--- src/rtl/sync_fifo_if.sv ---
// sync_fifo_if: push/pop handshake bundle between a producer/consumer (master) and the FIFO (slave).
interface sync_fifo_if #(parameter int DSIZE = 8) ();
   logic [DSIZE-1:0] wdata;
   logic [DSIZE-1:0] rdata;
   logic winc;
   logic wfull;
   logic rinc;
   logic rempty;
   modport master(output wdata, winc, rinc, input wfull, rdata, rempty);
   modport slave(input wdata, winc, rinc, output wfull, rdata, rempty);
endinterface

--- src/rtl/sync_fifo.sv ---
// sync_fifo: single-clock first-word-fall-through FIFO of 2**ASIZE words.
module sync_fifo #(
   parameter int DSIZE = 8,
   parameter int ASIZE = 4
) (
   input logic clk,
   input logic rst,
   sync_fifo_if.slave f
);
   logic [DSIZE-1:0] mem [2**ASIZE];
   logic [ASIZE:0] wptr;
   logic [ASIZE:0] rptr;
   logic push;
   logic pop;
   // Extra wrap bit distinguishes full from empty when the addresses coincide.
   assign f.rempty = wptr == rptr;
   assign f.wfull = (wptr[ASIZE-1:0] == rptr[ASIZE-1:0]) && (wptr[ASIZE] != rptr[ASIZE]);
   assign push = f.winc && !f.wfull;
   assign pop = f.rinc && !f.rempty;
   assign f.rdata = mem[rptr[ASIZE-1:0]];
   always_ff @(posedge clk or posedge rst) begin
      if (rst) begin
         wptr <= '0;
         rptr <= '0;
      end else begin
         wptr <= push ? wptr + 1'b1 : wptr;
         rptr <= pop ? rptr + 1'b1 : rptr;
      end
   end
   always_ff @(posedge clk) begin
      if (push) mem[wptr[ASIZE-1:0]] <= f.wdata;
   end
endmodule

--- src/flat_wrapper.sv ---
// flat-port wrapper written by rule: the top's interface ports become plain ports
module sync_fifo_flat 
#(
   parameter int DSIZE = 8,
   parameter int ASIZE = 4
)
  (clk, rst, f_wdata, f_winc, f_rinc, f_wfull, f_rdata, f_rempty);
  sync_fifo_if #(.DSIZE(DSIZE)) f_i ();
  input logic clk;
  input logic rst;
  input wire logic [$bits(f_i.wdata)-1:0] f_wdata;
  input wire logic [$bits(f_i.winc)-1:0] f_winc;
  input wire logic [$bits(f_i.rinc)-1:0] f_rinc;
  output wire logic [$bits(f_i.wfull)-1:0] f_wfull;
  output wire logic [$bits(f_i.rdata)-1:0] f_rdata;
  output wire logic [$bits(f_i.rempty)-1:0] f_rempty;
  assign f_i.wdata = f_wdata;
  assign f_i.winc = f_winc;
  assign f_i.rinc = f_rinc;
  assign f_wfull = f_i.wfull;
  assign f_rdata = f_i.rdata;
  assign f_rempty = f_i.rempty;
  sync_fifo #(.DSIZE(DSIZE), .ASIZE(ASIZE)) u_core (.clk(clk), .rst(rst), .f(f_i));
endmodule
--- config.mk ---
export PLATFORM = sky130hd
export DESIGN_NAME = sync_fifo_flat
export DESIGN_NICKNAME = d
export VERILOG_FILES = /design/src/rtl/sync_fifo_if.sv /design/src/rtl/sync_fifo.sv /design/src/flat_wrapper.sv
export SDC_FILE = /design/constraint.sdc
export NUM_CORES = 1
export LEC_CHECK = 0
export ABC_CLOCK_PERIOD_IN_PS = 3600
export BUFFER_PORTS_ARGS = -buffer_cell sky130_fd_sc_hd__buf_4
export CORE_ASPECT_RATIO = 0.6
export CORE_MARGIN = 2
export CORE_UTILIZATION = 51
export CTS_CLUSTER_SIZE = 20
export DETAILED_ROUTE_END_ITERATION = 10
export GPL_TIMING_DRIVEN = 0
export PLACE_DENSITY_LB_ADDON = 0.3
export SYNTH_ARGS = -nofsm -noshare
export SYNTH_HDL_FRONTEND = slang
export SYNTH_SLANG_ARGS = --single-unit
--- constraint.sdc ---
create_clock -name clk -period 3.6 [get_ports clk]
set_clock_uncertainty 0.05 [all_clocks]
set_input_delay 0.9 -clock clk [delete_from_list [all_inputs] [get_ports clk]]
set_output_delay 0.9 -clock clk [all_outputs]
set_load 0.02 [all_outputs]
==> metrics.yaml <==
vias_per_cell: 6.08
drv_slew: 0
wl_mm: 12.0
r2r_slack_ns: 0.72
fmax_mhz: 310
syn_area_per_cell_um2: 19.3
fin_util: 0.622
ir_drop_mv: 0.423
dp_hpwl_mm: 7.89
synth.distinct_cells: 35
netlist_instances: 294
finalHoldViolCount: 0
status: "finished clean"
internal_power_mw: 3.90
post-route-drc-count: 0
max-clock-path-buffers: 2
cts_hold_buffers: 0
vias: 2977
yosysSeqAreaShare: 0.722
root_buffer: "clkbuf_16"
switching_power_mw: 1.95
dieArea_um2: 12000
core_um2: 10700
num_rows: 29
arrival_ns: 2.27
h-tree-depth: 4
grt_max_degree: 17
power_frac_comb: 0.347
antenna_found_initial: 0
rsz0062_at_grt: "no"
slew_headroom: 0.0634
syn_nets: 311
p_per_area_nw_per_um2: 880
start_util: 0.530
cts_sinks: 138
portBuffers: 21
ys_ff_latch: 138
cp-end-kind: "output pin"
critical_path_class: "reg -> out"
cp_max_fo: 9
grt_first_pass_wirelength_mm: 18.4
fin_crit_sh: 0.895
r2r_start: "u_core.rptr[4]$_DFFE_PP0P_"
cts_setup_buffers: 0
cp-start-kind: "register"
clkPwrFrac: 0.302
die_h_um: 85.7
drive_gt1_frac: 0.274
cts_resized: 0
die_w_um: 140
gp_congestion: 0.858
seq_power_share: 0.351
hp-class: "in -> async"
dr.pass1.iters: 7
drtIter0Drc: 341
crit_path_start: "u_core.rptr[1]$_DFFE_PP0P_"
wl_per_cell_um: 24.5
fin_cells: 490
place_inst: 458
cts_tree: "yes"
reg2reg_depth: 3
switching_share: 0.333
synthToLayoutAreaGrowth_pct: 17.4
p_leak_nw: 2.31
post-route-min-period_ns: 3.22
grt_remaining_overflow: 0
yosys_warnings: 0
track_usage: 0.219
path_clk_slew_ns: 0.06
synth_area_um2: 5670
nFillCells: 753
final-setup-viol-count: 0
worst_pin_slew_ns: 1.39
cts_buffers: 17
required_ns: 2.65
antenna_cells: 0
fin_nets: 355
ant_nets: 0
max-cap-violations: 0
grt_pass1_vias: 3034
rr_endpoint: "u_core.mem[14][2]$_DFFE_PP_"
ios: 22
clk_latency_ns: 0.41
tns_ns: 0
[sequential cells by signal, summed over array words and instances (netlist names)]
| name | flops |
|---|---|
| u_core.wptr | 5 |
| u_core.rptr | 5 |
| u_core.mem | 128 |
[power by group through the flow]
stage	combinational, mW	clock, mW	sequential, mW
final	2.03	1.77	2.06
after global routing	2.17	1.87	2.07
after CTS	2.03	1.78	2.06
after detailed placement	2.02	0	2.09
after global placement	1.97	0	2.08
after floorplan	1.38	0	2.06
[worst max-delay path: stages (launching register included)]
cell	delay (ns)
dfrtp_1	0.38
buf_4	0.18
xnor2_1	0.24
nand4_2	0.32
nor2_2	0.51
buf_4	0.24
[worst max path at each step]
stage                                              to  depth (start not counted)
final                                         f_wfull                          5
after detailed placement  u_core.mem[12][2]$_DFFE_PP_                          3
after floorplan                            f_rdata[0]                          5
after global placement     u_core.mem[3][0]$_DFFE_PP_                          3
after CTS                                     f_wfull                          5
after global routing                          f_wfull                          5
[cell type report]
type | instances | area (µm²) | share of cell area
multi-input cells | 137 | 1470 | 0.220
plain buffers | 15 | 124 | 0.0186
repair buffers | 25 | 188 | 0.0282
clock inverters | 14 | 171 | 0.0257
inverters | 4 | 15.0 | 0.00225
clock buffers | 18 | 429 | 0.0644
well taps | 139 | 174 | 0.0261
flip-flops and latches | 138 | 4090 | 0.615
[synth_stat cells (all sizes together)]
library cell    n  area, µm²
xnor2           9       93.8
xor2            4       35.0
edfxtp        128       3840
nor4            4       25.0
a32oi           8       70.1
o211ai          1       7.51
ha              5       62.6
o2111ai         1       8.76
dfrtp          10        250
mux2i          24        240
a211o           1       8.76
nor2b           3       18.8
a22oi           8       60.1
o21ai          12       67.6
buf            13        115
mux2            2       22.5
and2            1       6.26
nand4           4       31.3
nor3            5       25.0
nor2           12       47.6
inv             4       15.0
a21oi           3       15.0
nand2           5       18.8
clkbuf          2       8.75
and4            1       8.76
mux4           24        567
[kinds of logic after synthesis]
group / synth area share
xor gates and xnor gates: 0.0227
adders and majority gates: 0.0110
AOI/OAI and AO/OA: 0.0419
muxes: 0.146
DFF: 0.722
and+or+nand+nor: 0.0320
buffers and inverters: 0.0245
[routing by layer]
metal	track usage	share of wire	up-vias
li1	-	-	1299
met4	0.0707	0.016	0
met5	0	0	-
met2	0.312	0.44	130
met1	0.320	0.46	1522
met3	0.0771	0.091	26
[per-stage QoR]
step / hold slack, ns / instance area (µm²) / total power [mW] / setup WS (ns)
after floorplan: 0.467 / 5670 / 3.45 / 1.16
after global placement: 0.489 / 6000 / 4.05 / 0.535
after detailed placement: 0.496 / 6060 / 4.11 / 0.841
after CTS: 0.429 / 6660 / 5.87 / 0.379
after global routing: 0.448 / 6660 / 6.11 / 0.257
final: 0.436 / 6660 / 5.86 / 0.378
[cells in the final DEF (no fill, tap or decap), drive strengths merged, types with 3 or more instances in the layout]
cell type and instances:
dfrtp 10, nand2 5, buf 38, nor2b 3, nand4 4, mux4 24, xor2 4, nor4 4
a32oi 8, clkbuf 20, nor2 12, o21ai 12, mux2i 24, bufinv 3, edfxtp 128, xnor2 9
inv 7, nor3 5, a21oi 3, a22oi 8, ha 5, clkinv 6
No activity file was read; power rests on OpenSTA's default activity.
